### config.mk
export PLATFORM = sky130hd
export DESIGN_NAME = qpu_exu_alu_dpath_arb
export DESIGN_NICKNAME = d
export VERILOG_FILES = /design/src/rtl/qpu_exu_alu_dpath_arb.sv
export SDC_FILE = /design/constraint.sdc
export NUM_CORES = 1
export LEC_CHECK = 0
export CAP_MARGIN = 20
export CORE_MARGIN = 4
export CORE_UTILIZATION = 35
export CTS_BUF_LIST = sky130_fd_sc_hd__clkbuf_8
export CTS_CLUSTER_SIZE = 20
export DETAILED_ROUTE_END_ITERATION = 6
export SLEW_MARGIN = 40
export SYNTH_ARGS = -nofsm -noshare
export SYNTH_HDL_FRONTEND = slang
export SYNTH_SLANG_ARGS = --single-unit
### constraint.sdc
create_clock -name clk -period 7.2 [get_ports clk]
set_clock_uncertainty 0.2 [all_clocks]
set_input_delay 0.72 -clock clk [delete_from_list [all_inputs] [get_ports clk]]
set_output_delay 0.72 -clock clk [all_outputs]
set_load 0.03 [all_outputs]
### src/rtl/qpu_exu_alu_dpath_arb.sv
// Shared EXU ALU datapath: round-robin arbitration between the ALU (port 0) and the branch/compare unit (port 1), one-cycle latency, one-entry response buffer.
// Optional compare ops (slt/sltu) are built when QPU_ALU_DPATH_CMP_EN is defined.
module qpu_exu_alu_dpath_arb #(
    parameter int unsigned XLEN = 32
) (
    input  logic            clk,
    input  logic            rst,
    input  logic            req0_valid,
    output logic            req0_ready,
    input  logic            req0_add,
    input  logic            req0_sub,
    input  logic            req0_xor,
    input  logic            req0_or,
    input  logic            req0_and,
`ifdef QPU_ALU_DPATH_CMP_EN
    input  logic            req0_slt,
    input  logic            req0_sltu,
`endif
    input  logic [XLEN-1:0] req0_op1,
    input  logic [XLEN-1:0] req0_op2,
    input  logic            req1_valid,
    output logic            req1_ready,
    input  logic            req1_add,
    input  logic            req1_sub,
    input  logic            req1_xor,
    input  logic            req1_or,
    input  logic            req1_and,
`ifdef QPU_ALU_DPATH_CMP_EN
    input  logic            req1_slt,
    input  logic            req1_sltu,
`endif
    input  logic [XLEN-1:0] req1_op1,
    input  logic [XLEN-1:0] req1_op2,
    output logic            rsp_valid,
    input  logic            rsp_ready,
    output logic [XLEN-1:0] rsp_res,
    output logic            rsp_id
);

`ifdef QPU_ALU_DPATH_CMP_EN
    localparam int unsigned NOPS = 7;
`else
    localparam int unsigned NOPS = 5;
`endif

    logic [NOPS-1:0] sel0;
    logic [NOPS-1:0] sel1;
    logic [NOPS-1:0] sel_g;
    logic [XLEN-1:0] op1_g;
    logic [XLEN-1:0] op2_g;
    logic [XLEN-1:0] sum;
    logic [XLEN-1:0] diff;
    logic [XLEN-1:0] result;
    logic            rr_ptr;
    logic            grant_id;
    logic            both_valid;
    logic            buf_free;
    logic            fire;

`ifdef QPU_ALU_DPATH_CMP_EN
    assign sel0 = {req0_sltu, req0_slt, req0_and, req0_or, req0_xor, req0_sub, req0_add};
    assign sel1 = {req1_sltu, req1_slt, req1_and, req1_or, req1_xor, req1_sub, req1_add};
`else
    assign sel0 = {req0_and, req0_or, req0_xor, req0_sub, req0_add};
    assign sel1 = {req1_and, req1_or, req1_xor, req1_sub, req1_add};
`endif

    // Handshake: a request fires on reqN_valid & reqN_ready; the requester holds
    // valid/ops/operands until then. Ready depends on valid, never the reverse.
    // The response leaves on rsp_valid & rsp_ready; a same-cycle pop frees the slot.
    assign buf_free   = !rsp_valid || rsp_ready;
    assign both_valid = req0_valid && req1_valid;
    assign grant_id   = both_valid ? rr_ptr : req1_valid;
    assign req0_ready = !rst && buf_free && req0_valid && !grant_id;
    assign req1_ready = !rst && buf_free && req1_valid && grant_id;
    assign fire       = (req0_valid && req0_ready) || (req1_valid && req1_ready);

    assign sel_g = grant_id ? sel1 : sel0;
    assign op1_g = grant_id ? req1_op1 : req0_op1;
    assign op2_g = grant_id ? req1_op2 : req0_op2;
    assign sum   = op1_g + op2_g;
    assign diff  = op1_g - op2_g;

    // AND-OR mux: an illegal multi-select yields the OR of the selected results.
    always_comb begin
        result = '0;
        result = result | ({XLEN{sel_g[0]}} & sum);
        result = result | ({XLEN{sel_g[1]}} & diff);
        result = result | ({XLEN{sel_g[2]}} & (op1_g ^ op2_g));
        result = result | ({XLEN{sel_g[3]}} & (op1_g | op2_g));
        result = result | ({XLEN{sel_g[4]}} & (op1_g & op2_g));
`ifdef QPU_ALU_DPATH_CMP_EN
        result = result | {{(XLEN-1){1'b0}}, sel_g[5] && ($signed(op1_g) < $signed(op2_g))};
        result = result | {{(XLEN-1){1'b0}}, sel_g[6] && (op1_g < op2_g)};
`endif
    end

    always_ff @(posedge clk) begin
        if (rst) begin
            rsp_valid <= 1'b0;
            rsp_res   <= '0;
            rsp_id    <= 1'b0;
            rr_ptr    <= 1'b0;
        end else begin
            if (fire) begin
                rsp_valid <= 1'b1;
                rsp_res   <= result;
                rsp_id    <= grant_id;
            end else if (rsp_valid && rsp_ready) begin
                rsp_valid <= 1'b0;
            end
            // Priority only moves on contention, so a lone requester keeps none.
            if (both_valid && fire) begin
                rr_ptr <= ~grant_id;
            end
        end
    end

    a_onehot_sel: assert property (@(posedge clk) disable iff (rst) fire |-> $onehot0(sel_g));

endmodule

==> report_table.html, run 1 <==
<table>
<tr><th>Metric</th><th>Value</th></tr>
<tr><th colspan="2">Outcome</th></tr>
<tr><td>Result of the run</td><td>completed</td></tr>
<tr><th colspan="2">Clock network</th></tr>
<tr><td>Number of instances resized during post-cts repair</td><td>0</td></tr>
<tr><td>Clock tree sinks</td><td>35</td></tr>
<tr><td>Clock latency of the later-clocked register in the worst-skew pair</td><td>0.32 ns</td></tr>
<tr><td>Count of hold-fix buffers inserted at cts</td><td>0</td></tr>
<tr><td>Count of H-tree levels built during CTS</td><td>2</td></tr>
<tr><td>CTS tree</td><td>built</td></tr>
<tr><td>Bufs on Longest Clock Path</td><td>2</td></tr>
<tr><td>Setup bufs post-CTS</td><td>0</td></tr>
<tr><td>Number of CTS-inserted buffers</td><td>5</td></tr>
<tr><td>CTS clock-pin slew for the worst setup and hold paths</td><td>0.09 ns</td></tr>
<tr><td>Clock Tree Root</td><td>clkbuf_8</td></tr>
<tr><th colspan="2">Global routing</th></tr>
<tr><td>Overall Global Routing Usage</td><td>0.210</td></tr>
<tr><td>Number of antenna violations at the first check in global routing</td><td>0</td></tr>
<tr><td>Final global-route overflow total</td><td>0</td></tr>
<tr><td>Via count of the first global-routing pass</td><td>7093</td></tr>
<tr><td>Pin count of the biggest net entering global routing</td><td>41</td></tr>
<tr><td>Global-route wire length before repair</td><td>37900 µm</td></tr>
<tr><th colspan="2">Power and ir drop</th></tr>
<tr><td>VDD IR max</td><td>0.0654 mV</td></tr>
<tr><td>Clock group share of total power</td><td>0.151</td></tr>
<tr><td>Design internal power</td><td>0.691 mW</td></tr>
<tr><td>Switching part of the total</td><td>0.486</td></tr>
<tr><td>Areal power density over the cells</td><td>151 nW/µm²</td></tr>
<tr><td>Fraction of power consumed by combinational cells</td><td>0.679</td></tr>
<tr><td>Cell leakage power</td><td>3.84 nW</td></tr>
<tr><td>Reg power frac</td><td>0.170</td></tr>
<tr><td>Switching component of the power</td><td>0.652 mW</td></tr>
<tr><th colspan="2">Placement</th></tr>
<tr><td>Routability congestion estimate</td><td>0.978</td></tr>
<tr><td>Detailed-placement wirelength estimate</td><td>18100 µm</td></tr>
<tr><td>Number of input and output port buffers inserted</td><td>178</td></tr>
<tr><td>Cells after DPL</td><td>1317</td></tr>
<tr><th colspan="2">Floorplanning</th></tr>
<tr><td>Row count</td><td>50</td></tr>
<tr><td>Die Span Y</td><td>148 µm</td></tr>
<tr><td>Width of the die</td><td>148 µm</td></tr>
<tr><td>Initial standard-cell utilization of the core</td><td>0.361</td></tr>
<tr><td>Ports placed on the boundary</td><td>179</td></tr>
<tr><td>Area of the die</td><td>21900 µm²</td></tr>
<tr><td>Core Area</td><td>19000 µm²</td></tr>
<tr><th colspan="2">Critical path</th></tr>
<tr><td>Setup CP Type</td><td>in -&gt; reg</td></tr>
<tr><td>Number of buffers and inverters on the critical path</td><td>4</td></tr>
<tr><td>Critical path launch point type</td><td>primary input</td></tr>
<tr><td>Worst reg2reg path endpoint</td><td>rsp_res[29]</td></tr>
<tr><td>Crit-path max FO</td><td>39</td></tr>
<tr><td>Worst reg2reg path depth</td><td>13</td></tr>
<tr><td>Slowest library cell on the worst path</td><td>ha_1</td></tr>
<tr><td>Signal arrival time at the worst endpoint</td><td>5.10 ns</td></tr>
<tr><td>Critical path's largest stage delay</td><td>0.63 ns</td></tr>
<tr><td>Critical Path, Cell by Cell</td><td>clkdlybuf4s50_1 &gt; inv_1 &gt; o21ai_4 &gt; buf_12 &gt; mux2_2 &gt; ha_1 &gt; inv_1 &gt; a21oi_1 &gt; o31ai_1 &gt; a221oi_1 &gt; o21ai_2 &gt; a21oi_1 &gt; mux2_2 &gt; a221oi_2 &gt; nor3_1</td></tr>
<tr><td>Family with the most delay on the worst path</td><td>compound AO/OA/AOI/OAI gates</td></tr>
<tr><td>Setup crit end kind</td><td>register</td></tr>
<tr><td>Startpoint of the lowest-slack register-to-register path</td><td>rr_ptr</td></tr>
<tr><td>R2R Setup Slk</td><td>2.72 ns</td></tr>
<tr><td>Data required time at the worst endpoint</td><td>7.20 ns</td></tr>
<tr><th colspan="2">Timing</th></tr>
<tr><td>Final period demand of the worst path</td><td>5.10 ns</td></tr>
<tr><td>Actual transition at the worst max-transition pin</td><td>0.786 ns</td></tr>
<tr><td>Pins Over Slew Limit</td><td>0</td></tr>
<tr><td>Headroom to the max-slew limit</td><td>0.473</td></tr>
<tr><td>Smallest hold slack</td><td>0.301 ns</td></tr>
<tr><td>Top achievable clock speed</td><td>196 MHz</td></tr>
<tr><td>RSZ-0062 raised after global routing</td><td>false</td></tr>
<tr><td>Final period util</td><td>0.708</td></tr>
<tr><td>Final Hold Fails</td><td>0</td></tr>
<tr><td>Setup Viol. Count Final</td><td>0</td></tr>
<tr><td>Total negative slack for setup checks</td><td>0 ns</td></tr>
<tr><th colspan="2">Synth</th></tr>
<tr><td>Most common cell in the synthesized netlist</td><td>ha_1</td></tr>
<tr><td>Post-synthesis average cell area</td><td>7.35 µm²</td></tr>
<tr><td>Most instantiated flip-flop cell in the synthesis netlist</td><td>dfxtp_1</td></tr>
<tr><td>Library cell occupying the most area in the post-synthesis netlist</td><td>ha_1</td></tr>
<tr><td>Mapped cell area</td><td>6860 µm²</td></tr>
<tr><td>Synthesized instance count</td><td>933</td></tr>
<tr><td>Area share of the largest cell type after synthesis</td><td>0.173</td></tr>
<tr><td>Sequential area share after synthesis</td><td>0.102</td></tr>
<tr><td>Synthesized Nets</td><td>1173</td></tr>
<tr><td>Count of cell types in the netlist</td><td>77</td></tr>
<tr><td>Count of flip-flops with a built-in enable after synthesis</td><td>0</td></tr>
<tr><td>Async S/R FF share, synth</td><td>0</td></tr>
<tr><td>Number of warnings reported in the yosys synthesis log</td><td>0</td></tr>
<tr><td>Flops &amp; latches, synth</td><td>35</td></tr>
<tr><td>Top cells by count, synth</td><td>ha_1, inv_1, nor2_1</td></tr>
<tr><td>Main area contributors after synthesis</td><td>ha_1, dfxtp_1, a21oi_1</td></tr>
<tr><th colspan="2">Cells and area</th></tr>
<tr><td>Antenna Cells</td><td>0</td></tr>
<tr><td>Fin nets</td><td>1304</td></tr>
<tr><td>Cell Count, Final, Fillers Out</td><td>1325</td></tr>
<tr><td>Fraction of final layout cells with drive strength greater than 1</td><td>0.0920</td></tr>
<tr><td>Layout-stage area growth over the synthesis result</td><td>30.0%</td></tr>
<tr><td>Fill cell total of the finished layout</td><td>1928</td></tr>
<tr><th colspan="2">Detailed routing</th></tr>
<tr><td>Via-per-instance ratio</td><td>5.70</td></tr>
<tr><td>Pre-Repair DR Iteration Count</td><td>6</td></tr>
<tr><td>Number of routed nets with antenna violations</td><td>0</td></tr>
<tr><td>DRC violations left</td><td>0</td></tr>
<tr><td>Routed wirelength normalized by instance count</td><td>18.2 µm</td></tr>
<tr><td>Final routed wirelength across all metal layers</td><td>24100 µm</td></tr>
<tr><td>Count of vias placed by the detailed router</td><td>7553</td></tr>
<tr><td>Iteration-0 DRC count of the detailed router</td><td>658</td></tr>
<tr><th colspan="2">Hold path</th></tr>
<tr><td>Hold depth</td><td>2</td></tr>
<tr><td>Endpoint with the worst hold slack</td><td>rsp_res[2]</td></tr>
<tr><td>Hold_sp</td><td>rsp_res[2]</td></tr>
<tr><td>Kind of path behind the tightest hold check</td><td>reg -&gt; reg</td></tr>
<tr><th colspan="2">Flow run</th></tr>
<tr><td>MaxCap Viol Count</td><td>0</td></tr>
</table>
==> power groups by stage <==
stage | sequential [mW] | clock (mW) | combinational [mW]
after floorplan | 0.270 | 0 | 0.578
after global placement | 0.233 | 0 | 0.900
after detailed placement | 0.233 | 0 | 0.898
after CTS | 0.229 | 0.206 | 0.903
after global routing | 0.231 | 0.213 | 0.993
final | 0.229 | 0.203 | 0.911
==> cells in the final DEF (no fill, tap or decap), types with 11 or more instances in the layout <==
| cell type | synthesis | layout |
|---|---|---|
| clkdlybuf4s50_1 | 0 | 178 |
| ha_1 | 95 | 95 |
| inv_1 | 90 | 90 |
| nor2_1 | 88 | 88 |
| a21oi_1 | 87 | 87 |
| o21ai_0 | 60 | 60 |
| nand2_1 | 39 | 39 |
| mux2_2 | 38 | 38 |
| mux2i_1 | 39 | 35 |
| dfxtp_1 | 35 | 35 |
| nor3_1 | 34 | 33 |
| a211oi_1 | 22 | 22 |
| nor4_1 | 17 | 17 |
| a21o_1 | 14 | 14 |
| a221oi_1 | 12 | 12 |
| o21bai_1 | 12 | 12 |
| nand3_1 | 11 | 11 |
==> per-layer routing <==
layer | wire, µm | GRT usage | vias up
li1 | - | - | 3677
met1 | 11100 | 0.288 | 3539
met2 | 10800 | 0.346 | 313
met3 | 1820 | 0.0337 | 24
met4 | 363 | 0.0480 | 0
met5 | 0 | 0 | -
==> area by class of cell <==
class,instances,area (µm²),area share
multi-input cells,743,5560,0.624
repair buffers,189,1880,0.211
flip-flops and latches,35,701,0.0786
inverters,90,338,0.0379
well taps,260,325,0.0365
clock buffers,5,68.8,0.00772
clock inverters,3,43.8,0.00491
==> flip-flops by register name, summed over array words and instances, names as in the netlist <==
signal,count
rsp_res,32
rsp_valid,1
rr_ptr,1
rsp_id,1
==> worst register-to-register path, delay by kind of cell, from the launching register on <==
family                   cells  cell delay (ns)
AND/OR/NAND/NOR              1             0.06
multiplexers                 2             0.82
adder cells (fa/ha/maj)      1             0.63
flip-flops                   1             0.35
AO/OA/AOI/OAI                7             1.84
buffers and inverters        2             0.45
==> logic make-up (layout without fill, tap and decap cells) <==
| family | after synthesis | after routing | share of synthesized area |
|---|---|---|---|
| AO/OA/AOI/OAI | 323 | 323 | 0.330 |
| AND/OR/NAND/NOR | 234 | 234 | 0.163 |
| buffers and inverters | 155 | 287 | 0.0918 |
| adder cells (fa/ha/maj) | 97 | 97 | 0.179 |
| multiplexers | 77 | 77 | 0.119 |
| flip-flops | 35 | 35 | 0.102 |
| XOR/XNOR | 12 | 12 | 0.0153 |
==> per-stage QoR <==
stage / setup WS [ns] / power (mW) / util / instance area [µm²]
2_1_floorplan: 2.36 / 0.848 / - / 6860
3_3_place_gp: 1.85 / 1.13 / 0.463 / 8800
3_5_place_dp: 1.76 / 1.13 / 0.463 / 8800
4_1_cts: 2.10 / 1.34 / 0.469 / 8910
5_1_grt: 1.73 / 1.44 / 0.469 / 8910
6_report: 2.10 / 1.34 / 0.469 / 8910
==> worst max path at each step <==
stage                    start  slack [ns]  cells past startpoint           to
floorplan           req0_valid        2.36                     18  rsp_res[26]
global placement    req0_valid        1.85                     16  rsp_res[26]
detailed placement  req0_valid        1.76                     16  rsp_res[29]
CTS                 req0_valid        2.10                     16  rsp_res[29]
global route        req0_valid        1.73                     16  rsp_res[29]
finish              req0_valid        2.10                     15  rsp_res[29]
(Power assumes the default switching activity.)
==> run 2: changes to the inputs <==
clock period = 4.1 ns   (was 7.2 ns; I/O delays follow)
==> run 2 against run 1 <==
  * Sequential power up 75%
  * Cell count grew 17%
  * Combinational power is 140% higher
  * Critical endpoint is now rsp_res[30]
  * Die area did not move
  * First-iteration DRC count fell by 15%
==> report_table.html, run 2 (synthesis gave the netlist of run 1 again) <==
<table>
<tr><th>Metric</th><th>Value</th></tr>
<tr><th colspan="2">Outcome</th></tr>
<tr><td>Result of the run</td><td>completed (unchanged)</td></tr>
<tr><th colspan="2">Timing</th></tr>
<tr><td>Final period util</td><td>0.967</td></tr>
<tr><td>Final period demand of the worst path</td><td>3.97 ns</td></tr>
<tr><td>Actual transition at the worst max-transition pin</td><td>0.710 ns (was 0.786 ns)</td></tr>
<tr><td>Headroom to the max-slew limit</td><td>0.526 (was 0.473)</td></tr>
<tr><td>Setup Viol. Count Final</td><td>0 (unchanged)</td></tr>
<tr><td>Top achievable clock speed</td><td>252 MHz</td></tr>
<tr><td>Smallest hold slack</td><td>0.294 ns (was 0.301 ns)</td></tr>
<tr><td>Final Hold Fails</td><td>0 (unchanged)</td></tr>
<tr><td>Pins Over Slew Limit</td><td>0 (unchanged)</td></tr>
<tr><th colspan="2">Detailed routing</th></tr>
<tr><td>Iteration-0 DRC count of the detailed router</td><td>562 (was 658)</td></tr>
<tr><td>DRC violations left</td><td>0 (unchanged)</td></tr>
<tr><td>Pre-Repair DR Iteration Count</td><td>5 (was 6)</td></tr>
<tr><td>Count of vias placed by the detailed router</td><td>8430 (was 7553)</td></tr>
<tr><td>Routed wirelength normalized by instance count</td><td>17.7 µm (was 18.2 µm)</td></tr>
<tr><td>Number of routed nets with antenna violations</td><td>0 (unchanged)</td></tr>
<tr><td>Via-per-instance ratio</td><td>5.42 (was 5.70)</td></tr>
<tr><td>Final routed wirelength across all metal layers</td><td>27600 µm (was 24100 µm)</td></tr>
<tr><th colspan="2">Clock network</th></tr>
<tr><td>CTS tree</td><td>built (unchanged)</td></tr>
<tr><td>Count of H-tree levels built during CTS</td><td>2 (unchanged)</td></tr>
<tr><td>Count of hold-fix buffers inserted at cts</td><td>0 (unchanged)</td></tr>
<tr><td>CTS clock-pin slew for the worst setup and hold paths</td><td>0.07 ns (was 0.09 ns)</td></tr>
<tr><td>Number of CTS-inserted buffers</td><td>5 (unchanged)</td></tr>
<tr><td>Bufs on Longest Clock Path</td><td>2 (unchanged)</td></tr>
<tr><td>Clock Tree Root</td><td>clkbuf_8 (unchanged)</td></tr>
<tr><td>Clock tree sinks</td><td>35 (unchanged)</td></tr>
<tr><td>Clock latency of the later-clocked register in the worst-skew pair</td><td>0.31 ns (was 0.32 ns)</td></tr>
<tr><th colspan="2">Cells and area</th></tr>
<tr><td>Fin nets</td><td>1535 (was 1304)</td></tr>
<tr><td>Highest-count cells in the layout ignoring fill and taps</td><td>buf_4, clkdlybuf4s50_1, inv_1, nor2_1, a21oi_1 (was clkdlybuf4s50_1, ha_1, inv_1, nor2_1, a21oi_1)</td></tr>
<tr><td>Largest register FFs</td><td>32 (unchanged)</td></tr>
<tr><td>Final core area utilization</td><td>0.587 (was 0.469)</td></tr>
<tr><td>Register containing the most flip-flops in the final layout</td><td>rsp_res (unchanged)</td></tr>
<tr><td>Fraction of final layout cells with drive strength greater than 1</td><td>0.298 (was 0.0920)</td></tr>
<tr><td>Leading cell type in the layout, fill and taps excluded</td><td>buf_4 (was clkdlybuf4s50_1)</td></tr>
<tr><td>Antenna Cells</td><td>0 (unchanged)</td></tr>
<tr><td>Final cell area excluding filler cells</td><td>11200 µm² (was 8910 µm²)</td></tr>
<tr><td>Layout-stage area growth over the synthesis result</td><td>62.8% (was 30.0%)</td></tr>
<tr><th colspan="2">Power and ir drop</th></tr>
<tr><td>Design internal power</td><td>1.56 mW (was 0.691 mW)</td></tr>
<tr><td>Clock group share of total power</td><td>0.094 (was 0.151)</td></tr>
<tr><td>Switching part of the total</td><td>0.455 (was 0.486)</td></tr>
<tr><td>Areal power density over the cells</td><td>256 nW/µm² (was 151 nW/µm²)</td></tr>
<tr><td>Cell leakage power</td><td>4.99 nW (was 3.84 nW)</td></tr>
<tr><td>Switching component of the power</td><td>1.30 mW (was 0.652 mW)</td></tr>
<tr><td>VDD IR max</td><td>0.121 mV (was 0.0654 mV)</td></tr>
<tr><td>Fraction of power consumed by combinational cells</td><td>0.767 (was 0.679)</td></tr>
<tr><td>Reg power frac</td><td>0.140 (was 0.170)</td></tr>
<tr><th colspan="2">Floorplanning</th></tr>
<tr><td>Initial standard-cell utilization of the core</td><td>0.361 (unchanged)</td></tr>
<tr><td>Row count</td><td>50 (unchanged)</td></tr>
<tr><td>Area of the die</td><td>21900 µm² (unchanged)</td></tr>
<tr><td>Core Area</td><td>19000 µm² (unchanged)</td></tr>
<tr><td>Width of the die</td><td>148 µm (unchanged)</td></tr>
<tr><td>Die Span Y</td><td>148 µm (unchanged)</td></tr>
<tr><td>Ports placed on the boundary</td><td>179 (unchanged)</td></tr>
<tr><th colspan="2">Flow run</th></tr>
<tr><td>MaxCap Viol Count</td><td>0 (unchanged)</td></tr>
<tr><th colspan="2">Hold path</th></tr>
<tr><td>Kind of path behind the tightest hold check</td><td>reg -&gt; reg (unchanged)</td></tr>
<tr><td>Hold_sp</td><td>rsp_id (was rsp_res[2])</td></tr>
<tr><td>Hold depth</td><td>2 (unchanged)</td></tr>
<tr><td>Endpoint with the worst hold slack</td><td>rsp_id (was rsp_res[2])</td></tr>
<tr><th colspan="2">Critical path</th></tr>
<tr><td>Number of cells on the critical path</td><td>17 (was 15)</td></tr>
<tr><td>Critical path launch point type</td><td>primary input (unchanged)</td></tr>
<tr><td>Slowest library cell on the worst path</td><td>clkdlybuf4s50_1 (was ha_1)</td></tr>
<tr><td>Setup CP Type</td><td>in -&gt; reg (unchanged)</td></tr>
<tr><td>Most used cell along the critical path</td><td>buf_4</td></tr>
<tr><td>Critical Path, Cell by Cell</td><td>clkdlybuf4s50_1 &gt; o21ai_4 &gt; buf_6 &gt; clkbuf_16 &gt; buf_4 &gt; mux2_4 &gt; ha_4 &gt; or3_4 &gt; nor4_4 &gt; o21a_4 &gt; o31ai_4 &gt; a31oi_4 &gt; a21oi_4 &gt; buf_4 &gt; o21ai_2 &gt; mux2i_1 &gt; a31oi_1 (was clkdlybuf4s50_1 &gt; inv_1 &gt; o21ai_4 &gt; buf_12 &gt; mux2_2 &gt; ha_1 &gt; inv_1 &gt; a21oi_1 &gt; o31ai_1 &gt; a221oi_1 &gt; o21ai_2 &gt; a21oi_1 &gt; mux2_2 &gt; a221oi_2 &gt; nor3_1)</td></tr>
<tr><td>R2R Setup Slk</td><td>0.27 ns (was 2.72 ns)</td></tr>
<tr><td>Critical path's largest stage delay</td><td>0.52 ns (was 0.63 ns)</td></tr>
<tr><td>Family with the most delay on the worst path</td><td>buffers and inverters (was compound AO/OA/AOI/OAI gates)</td></tr>
<tr><td>Startpoint of the lowest-slack register-to-register path</td><td>rr_ptr (unchanged)</td></tr>
<tr><td>Data required time at the worst endpoint</td><td>4.09 ns (was 7.20 ns)</td></tr>
<tr><td>Signal arrival time at the worst endpoint</td><td>3.95 ns (was 5.10 ns)</td></tr>
<tr><td>Worst reg2reg path depth</td><td>16 (was 13)</td></tr>
<tr><td>Setup crit end kind</td><td>register (unchanged)</td></tr>
<tr><td>Worst reg2reg path endpoint</td><td>rsp_res[30] (was rsp_res[29])</td></tr>
<tr><td>Crit-path max FO</td><td>5 (was 39)</td></tr>
<tr><td>Number of buffers and inverters on the critical path</td><td>5 (was 4)</td></tr>
<tr><th colspan="2">Global routing</th></tr>
<tr><td>Overall Global Routing Usage</td><td>0.233 (was 0.210)</td></tr>
<tr><td>Pin count of the biggest net entering global routing</td><td>53 (was 41)</td></tr>
<tr><td>Via count of the first global-routing pass</td><td>8185 (was 7093)</td></tr>
<tr><td>Final global-route overflow total</td><td>0 (unchanged)</td></tr>
<tr><td>Number of antenna violations at the first check in global routing</td><td>0 (unchanged)</td></tr>
<tr><td>Global-route wire length before repair</td><td>41900 µm (was 37900 µm)</td></tr>
<tr><th colspan="2">Placement</th></tr>
<tr><td>Routability congestion estimate</td><td>0.976 (was 0.978)</td></tr>
<tr><td>Cell area reported after detailed placement</td><td>10500 µm² (was 8800 µm²)</td></tr>
<tr><td>Number of input and output port buffers inserted</td><td>178 (unchanged)</td></tr>
<tr><td>Detailed-placement wirelength estimate</td><td>20800 µm (was 18100 µm)</td></tr>
</table>
-- run 2: cell count changes in the layout (fill, tap and decap cells not counted), sizes merged --
cell / previous run / this run
clkinv: 2 / 0
clkdlybuf4s50: 178 / 177
clkbuf: 5 / 7
bufinv: 1 / 0
dlymetal6s2s: 0 / 1
inv: 90 / 91
buf: 11 / 240
-- run 2: power by group through the flow --
stage,combinational (mW),clock (mW),sequential [mW]
floorplan,1.02,0,0.474
global placement,1.99,0,0.407
detailed placement,2.00,0,0.408
CTS,2.05,0.279,0.400
global route,2.36,0.287,0.404
finish,2.19,0.268,0.400
-- run 2: area by class of cell --
cell class / instances / area, µm²
Multi-Input combinational cell: 743 / 6040
Sequential cell: 35 / 701
Inverter: 90 / 338
Fill cell: 1805 / 7850
Tap cell: 260 / 325
Clock inverter: 1 / 3.75
Clock buffer: 5 / 68.8
Timing Repair Buffer: 420 / 3690
-- run 2: per-stage QoR --
stage,cells,power [mW],TNS [ns],worst slack [ns]
CTS,1548,2.73,-0.0171,-0.0171
global route,1554,3.05,-0.00724,-0.00724
detailed placement,1540,2.41,-7.18,-0.496
floorplan,933,1.49,0,0.0282
finish,1554,2.86,0,0.133
global placement,1540,2.40,-6.51,-0.501
-- run 2: how the worst max path moves through the flow --
stage                          start     endpoint
after CTS                 req0_valid  rsp_res[30]
after floorplan           req0_valid  rsp_res[26]
final                     req1_valid  rsp_res[30]
after global placement    req0_valid  rsp_res[29]
after global routing      req1_valid  rsp_res[30]
after detailed placement  req0_valid  rsp_res[29]
-- run 2: repair_timing --
item,CTS,global route
cloned,0,2
setup buffers,2,4
setup endpoints to repair,9,23
pin swaps,3,25
gates resized for setup,21,68
hold endpoints to repair,0,0
-- run 2: routing by layer --
metal / vias up / wire length, µm / GRT usage
li1: 4131 / - / -
met1: 3965 / 12700 / 0.309
met2: 296 / 12700 / 0.392
met3: 38 / 1680 / 0.0377
met4: 0 / 518 / 0.0605
met5: - / 0 / 0
-- run 2: tightest hold or removal path, cell delays in order (launching register included) --
cell,delay [ns]
dfxtp_1,0.33
a21oi_1,0.06
nor2_1,0.07
==> run 3: changes to the inputs <==
RECOVER_POWER = 50   (was not set)
==> run 3 against run 2 <==
  * Sequential cell count did not move
  * Wire length is 0.20% lower
  * Fmax fell by 0.15%
  * Largest power group unchanged
  * Die area unchanged
==> report_table.html, run 3 (synthesis gave the netlist of run 1 again) <==
<table>
<tr><th>Metric</th><th>Value</th></tr>
<tr><th colspan="2">Outcome</th></tr>
<tr><td>Result of the run</td><td>completed (unchanged)</td></tr>
<tr><th colspan="2">Cells and area</th></tr>
<tr><td>Antenna Cells</td><td>0 (unchanged)</td></tr>
<tr><td>Register containing the most flip-flops in the final layout</td><td>rsp_res (unchanged)</td></tr>
<tr><td>Fin nets</td><td>1535 (unchanged)</td></tr>
<tr><td>Fill cell total of the finished layout</td><td>1805 (unchanged)</td></tr>
<tr><td>Final cell area excluding filler cells</td><td>11200 µm² (unchanged)</td></tr>
<tr><td>Largest register FFs</td><td>32 (unchanged)</td></tr>
<tr><td>Fraction of final layout cells with drive strength greater than 1</td><td>0.298 (unchanged)</td></tr>
<tr><td>Layout-stage area growth over the synthesis result</td><td>62.8% (unchanged)</td></tr>
<tr><td>Final core area utilization</td><td>0.587 (unchanged)</td></tr>
<tr><td>Leading cell type in the layout, fill and taps excluded</td><td>buf_4 (unchanged)</td></tr>
<tr><td>Highest-count cells in the layout ignoring fill and taps</td><td>buf_4, clkdlybuf4s50_1, inv_1, nor2_1, a21oi_1 (unchanged)</td></tr>
<tr><th colspan="2">Critical path</th></tr>
<tr><td>Crit-path max FO</td><td>5 (unchanged)</td></tr>
<tr><td>Number of cells on the critical path</td><td>17 (unchanged)</td></tr>
<tr><td>Capturing element of the worst setup path</td><td>rsp_res[30] (unchanged)</td></tr>
<tr><td>Signal arrival time at the worst endpoint</td><td>3.96 ns (was 3.95 ns)</td></tr>
<tr><td>Slowest library cell on the worst path</td><td>clkdlybuf4s50_1 (unchanged)</td></tr>
<tr><td>Setup CP Type</td><td>in -&gt; reg (unchanged)</td></tr>
<tr><td>Startpoint of the lowest-slack register-to-register path</td><td>rr_ptr (unchanged)</td></tr>
<tr><td>Most used cell along the critical path</td><td>buf_4 (unchanged)</td></tr>
<tr><td>Critical path's largest stage delay</td><td>0.52 ns (about the same)</td></tr>
<tr><td>Number of buffers and inverters on the critical path</td><td>5 (unchanged)</td></tr>
<tr><td>Family with the most delay on the worst path</td><td>buffers and inverters (unchanged)</td></tr>
<tr><td>Setup crit start</td><td>req1_valid (unchanged)</td></tr>
<tr><td>Critical Path, Cell by Cell</td><td>clkdlybuf4s50_1 &gt; o21ai_4 &gt; buf_6 &gt; clkbuf_16 &gt; buf_4 &gt; mux2_4 &gt; ha_4 &gt; or3_4 &gt; nor4_4 &gt; o21a_4 &gt; o31ai_4 &gt; a31oi_4 &gt; a21oi_4 &gt; buf_4 &gt; o21ai_2 &gt; mux2i_1 &gt; a31oi_1 (unchanged)</td></tr>
<tr><td>Setup crit end kind</td><td>register (unchanged)</td></tr>
<tr><td>Worst reg2reg path depth</td><td>16 (unchanged)</td></tr>
<tr><td>Data required time at the worst endpoint</td><td>4.08 ns (was 4.09 ns)</td></tr>
<tr><td>R2R Setup Slk</td><td>0.27 ns (about the same)</td></tr>
<tr><td>Critical path launch point type</td><td>primary input (unchanged)</td></tr>
<tr><td>Worst reg2reg path endpoint</td><td>rsp_res[30] (unchanged)</td></tr>
<tr><th colspan="2">Global routing</th></tr>
<tr><td>GR Layer Usage met3</td><td>0.0377 (unchanged)</td></tr>
<tr><td>Final global-route overflow total</td><td>0 (unchanged)</td></tr>
<tr><td>Overall Global Routing Usage</td><td>0.233 (unchanged)</td></tr>
<tr><td>Global-route track usage on met2</td><td>0.392 (unchanged)</td></tr>
<tr><td>Pin count of the biggest net entering global routing</td><td>53 (unchanged)</td></tr>
<tr><td>Global-route wire length before repair</td><td>41900 µm (unchanged)</td></tr>
<tr><td>Most used routing layer in global routing</td><td>met2 (unchanged)</td></tr>
<tr><td>Via count of the first global-routing pass</td><td>8185 (unchanged)</td></tr>
<tr><td>Number of antenna violations at the first check in global routing</td><td>0 (unchanged)</td></tr>
<tr><td>Met1 routing resource usage after global routing</td><td>0.309 (unchanged)</td></tr>
<tr><th colspan="2">Timing</th></tr>
<tr><td>Smallest hold slack</td><td>0.289 ns (was 0.294 ns)</td></tr>
<tr><td>Pins Over Slew Limit</td><td>0 (unchanged)</td></tr>
<tr><td>Headroom to the max-slew limit</td><td>0.539 (was 0.526)</td></tr>
<tr><td>Final period demand of the worst path</td><td>3.97 ns (about the same)</td></tr>
<tr><td>Top achievable clock speed</td><td>252 MHz (about the same)</td></tr>
<tr><td>Setup Viol. Count Final</td><td>0 (unchanged)</td></tr>
<tr><td>Final Hold Fails</td><td>0 (unchanged)</td></tr>
<tr><td>Actual transition at the worst max-transition pin</td><td>0.692 ns (was 0.710 ns)</td></tr>
<tr><td>Final setup slack of the worst path</td><td>0.127 ns (was 0.133 ns)</td></tr>
<tr><td>Final period util</td><td>0.969 (was 0.967)</td></tr>
<tr><th colspan="2">Detailed routing</th></tr>
<tr><td>Number of routed nets with antenna violations</td><td>0 (unchanged)</td></tr>
<tr><td>Via-per-instance ratio</td><td>5.44 (was 5.42)</td></tr>
<tr><td>Routed wirelength normalized by instance count</td><td>17.7 µm (about the same)</td></tr>
<tr><td>Iteration-0 DRC count of the detailed router</td><td>573 (was 562)</td></tr>
<tr><td>Pre-Repair DR Iteration Count</td><td>5 (unchanged)</td></tr>
<tr><td>Count of vias placed by the detailed router</td><td>8447 (was 8430)</td></tr>
<tr><td>Final routed wirelength across all metal layers</td><td>27500 µm (was 27600 µm)</td></tr>
<tr><td>DRC violations left</td><td>0 (unchanged)</td></tr>
<tr><th colspan="2">Clock network</th></tr>
<tr><td>Number of CTS-inserted buffers</td><td>5 (unchanged)</td></tr>
<tr><td>Clock tree sinks</td><td>35 (unchanged)</td></tr>
<tr><td>Count of H-tree levels built during CTS</td><td>2 (unchanged)</td></tr>
<tr><td>Clock latency of the later-clocked register in the worst-skew pair</td><td>0.31 ns (about the same)</td></tr>
<tr><td>Bufs on Longest Clock Path</td><td>2 (unchanged)</td></tr>
<tr><td>Clock Tree Root</td><td>clkbuf_8 (unchanged)</td></tr>
<tr><td>CTS clock-pin slew for the worst setup and hold paths</td><td>0.07 ns (about the same)</td></tr>
<tr><td>CTS tree</td><td>built (unchanged)</td></tr>
<tr><th colspan="2">Floorplanning</th></tr>
<tr><td>Initial standard-cell utilization of the core</td><td>0.361 (unchanged)</td></tr>
<tr><td>Die Span Y</td><td>148 µm (unchanged)</td></tr>
<tr><td>Area of the die</td><td>21900 µm² (unchanged)</td></tr>
<tr><td>Row count</td><td>50 (unchanged)</td></tr>
<tr><td>Width of the die</td><td>148 µm (unchanged)</td></tr>
<tr><td>Ports placed on the boundary</td><td>179 (unchanged)</td></tr>
<tr><td>Core Area</td><td>19000 µm² (unchanged)</td></tr>
<tr><th colspan="2">Placement</th></tr>
<tr><td>Cell area reported after detailed placement</td><td>10500 µm² (unchanged)</td></tr>
<tr><td>Number of input and output port buffers inserted</td><td>178 (unchanged)</td></tr>
<tr><td>Detailed-placement wirelength estimate</td><td>20800 µm (unchanged)</td></tr>
<tr><td>Routability congestion estimate</td><td>0.976 (unchanged)</td></tr>
<tr><td>Placement-stage worst setup slack</td><td>-0.496 ns (unchanged)</td></tr>
<tr><th colspan="2">Power and ir drop</th></tr>
<tr><td>Overall Power</td><td>2.84 mW (was 2.86 mW)</td></tr>
<tr><td>Cell leakage power</td><td>5.06 nW (was 4.99 nW)</td></tr>
<tr><td>VDD IR max</td><td>0.120 mV (was 0.121 mV)</td></tr>
<tr><td>Areal power density over the cells</td><td>255 nW/µm² (was 256 nW/µm²)</td></tr>
<tr><th colspan="2">Flow run</th></tr>
<tr><td>MaxCap Viol Count</td><td>0 (unchanged)</td></tr>
<tr><th colspan="2">Hold path</th></tr>
<tr><td>Kind of path behind the tightest hold check</td><td>reg -&gt; reg (unchanged)</td></tr>
</table>
==> run 3: tightest hold or removal path, cell delays in order, from the launching register on <==
cell	delay (ns)
dfxtp_1	0.33
a21oi_1	0.06
nor2_1	0.07
==> run 3: cell type report <==
class	instances	area [µm²]	share of cell area
inverter	90	338	0.0303
sequential	35	701	0.0627
clock buffer	5	68.8	0.00616
multi-input combinational	743	6040	0.541
clock inverter	1	3.75	0.000336
timing repair buffer	420	3690	0.330
tap	260	325	0.0291
==> run 3: per-layer routing <==
layer / vias up / part of all wire / wire (µm)
met2: 305 / 0.46 / 12700
met3: 36 / 0.062 / 1710
li1: 4136 / - / -
met5: - / 0 / 0
met1: 3970 / 0.46 / 12600
met4: 0 / 0.019 / 522
==> run 3: metrics by stage <==
step | cells | TNS (ns)
2_1_floorplan | 933 | 0
3_3_place_gp | 1540 | -6.51
3_5_place_dp | 1540 | -7.18
4_1_cts | 1548 | -0.0171
5_1_grt | 1554 | -0.00724
6_report | 1554 | 0
==> run 3: how the worst min path moves through the flow <==
| stage | startpoint | endpoint | slack, ns | cells after the start |
|---|---|---|---|---|
| after floorplan | rr_ptr | rr_ptr | 0.28 | 2 |
| after global placement | rsp_id | rsp_id | 0.27 | 2 |
| after detailed placement | rsp_id | rsp_id | 0.28 | 2 |
| after CTS | rsp_res[2] | rsp_res[2] | 0.30 | 2 |
| after global routing | rsp_res[4] | rsp_res[4] | 0.32 | 2 |
| final | rsp_id | rsp_id | 0.29 | 2 |
==> run 3: timing repair <==
| action | CTS | global route |
|---|---|---|
| setup buffers | 2 | 4 |
| pin swaps | 3 | 25 |
| resized for setup | 21 | 68 |
| cloned | 0 | 2 |
| endpoints found under the setup margin | 9 | 23 |
| hold buffers | 0 | 0 |
==> run 3: report_power, final <==
part	internal, mW	switching (mW)
clock network	0.111	0.155
logic	1.06	1.12
registers	0.377	0.0214
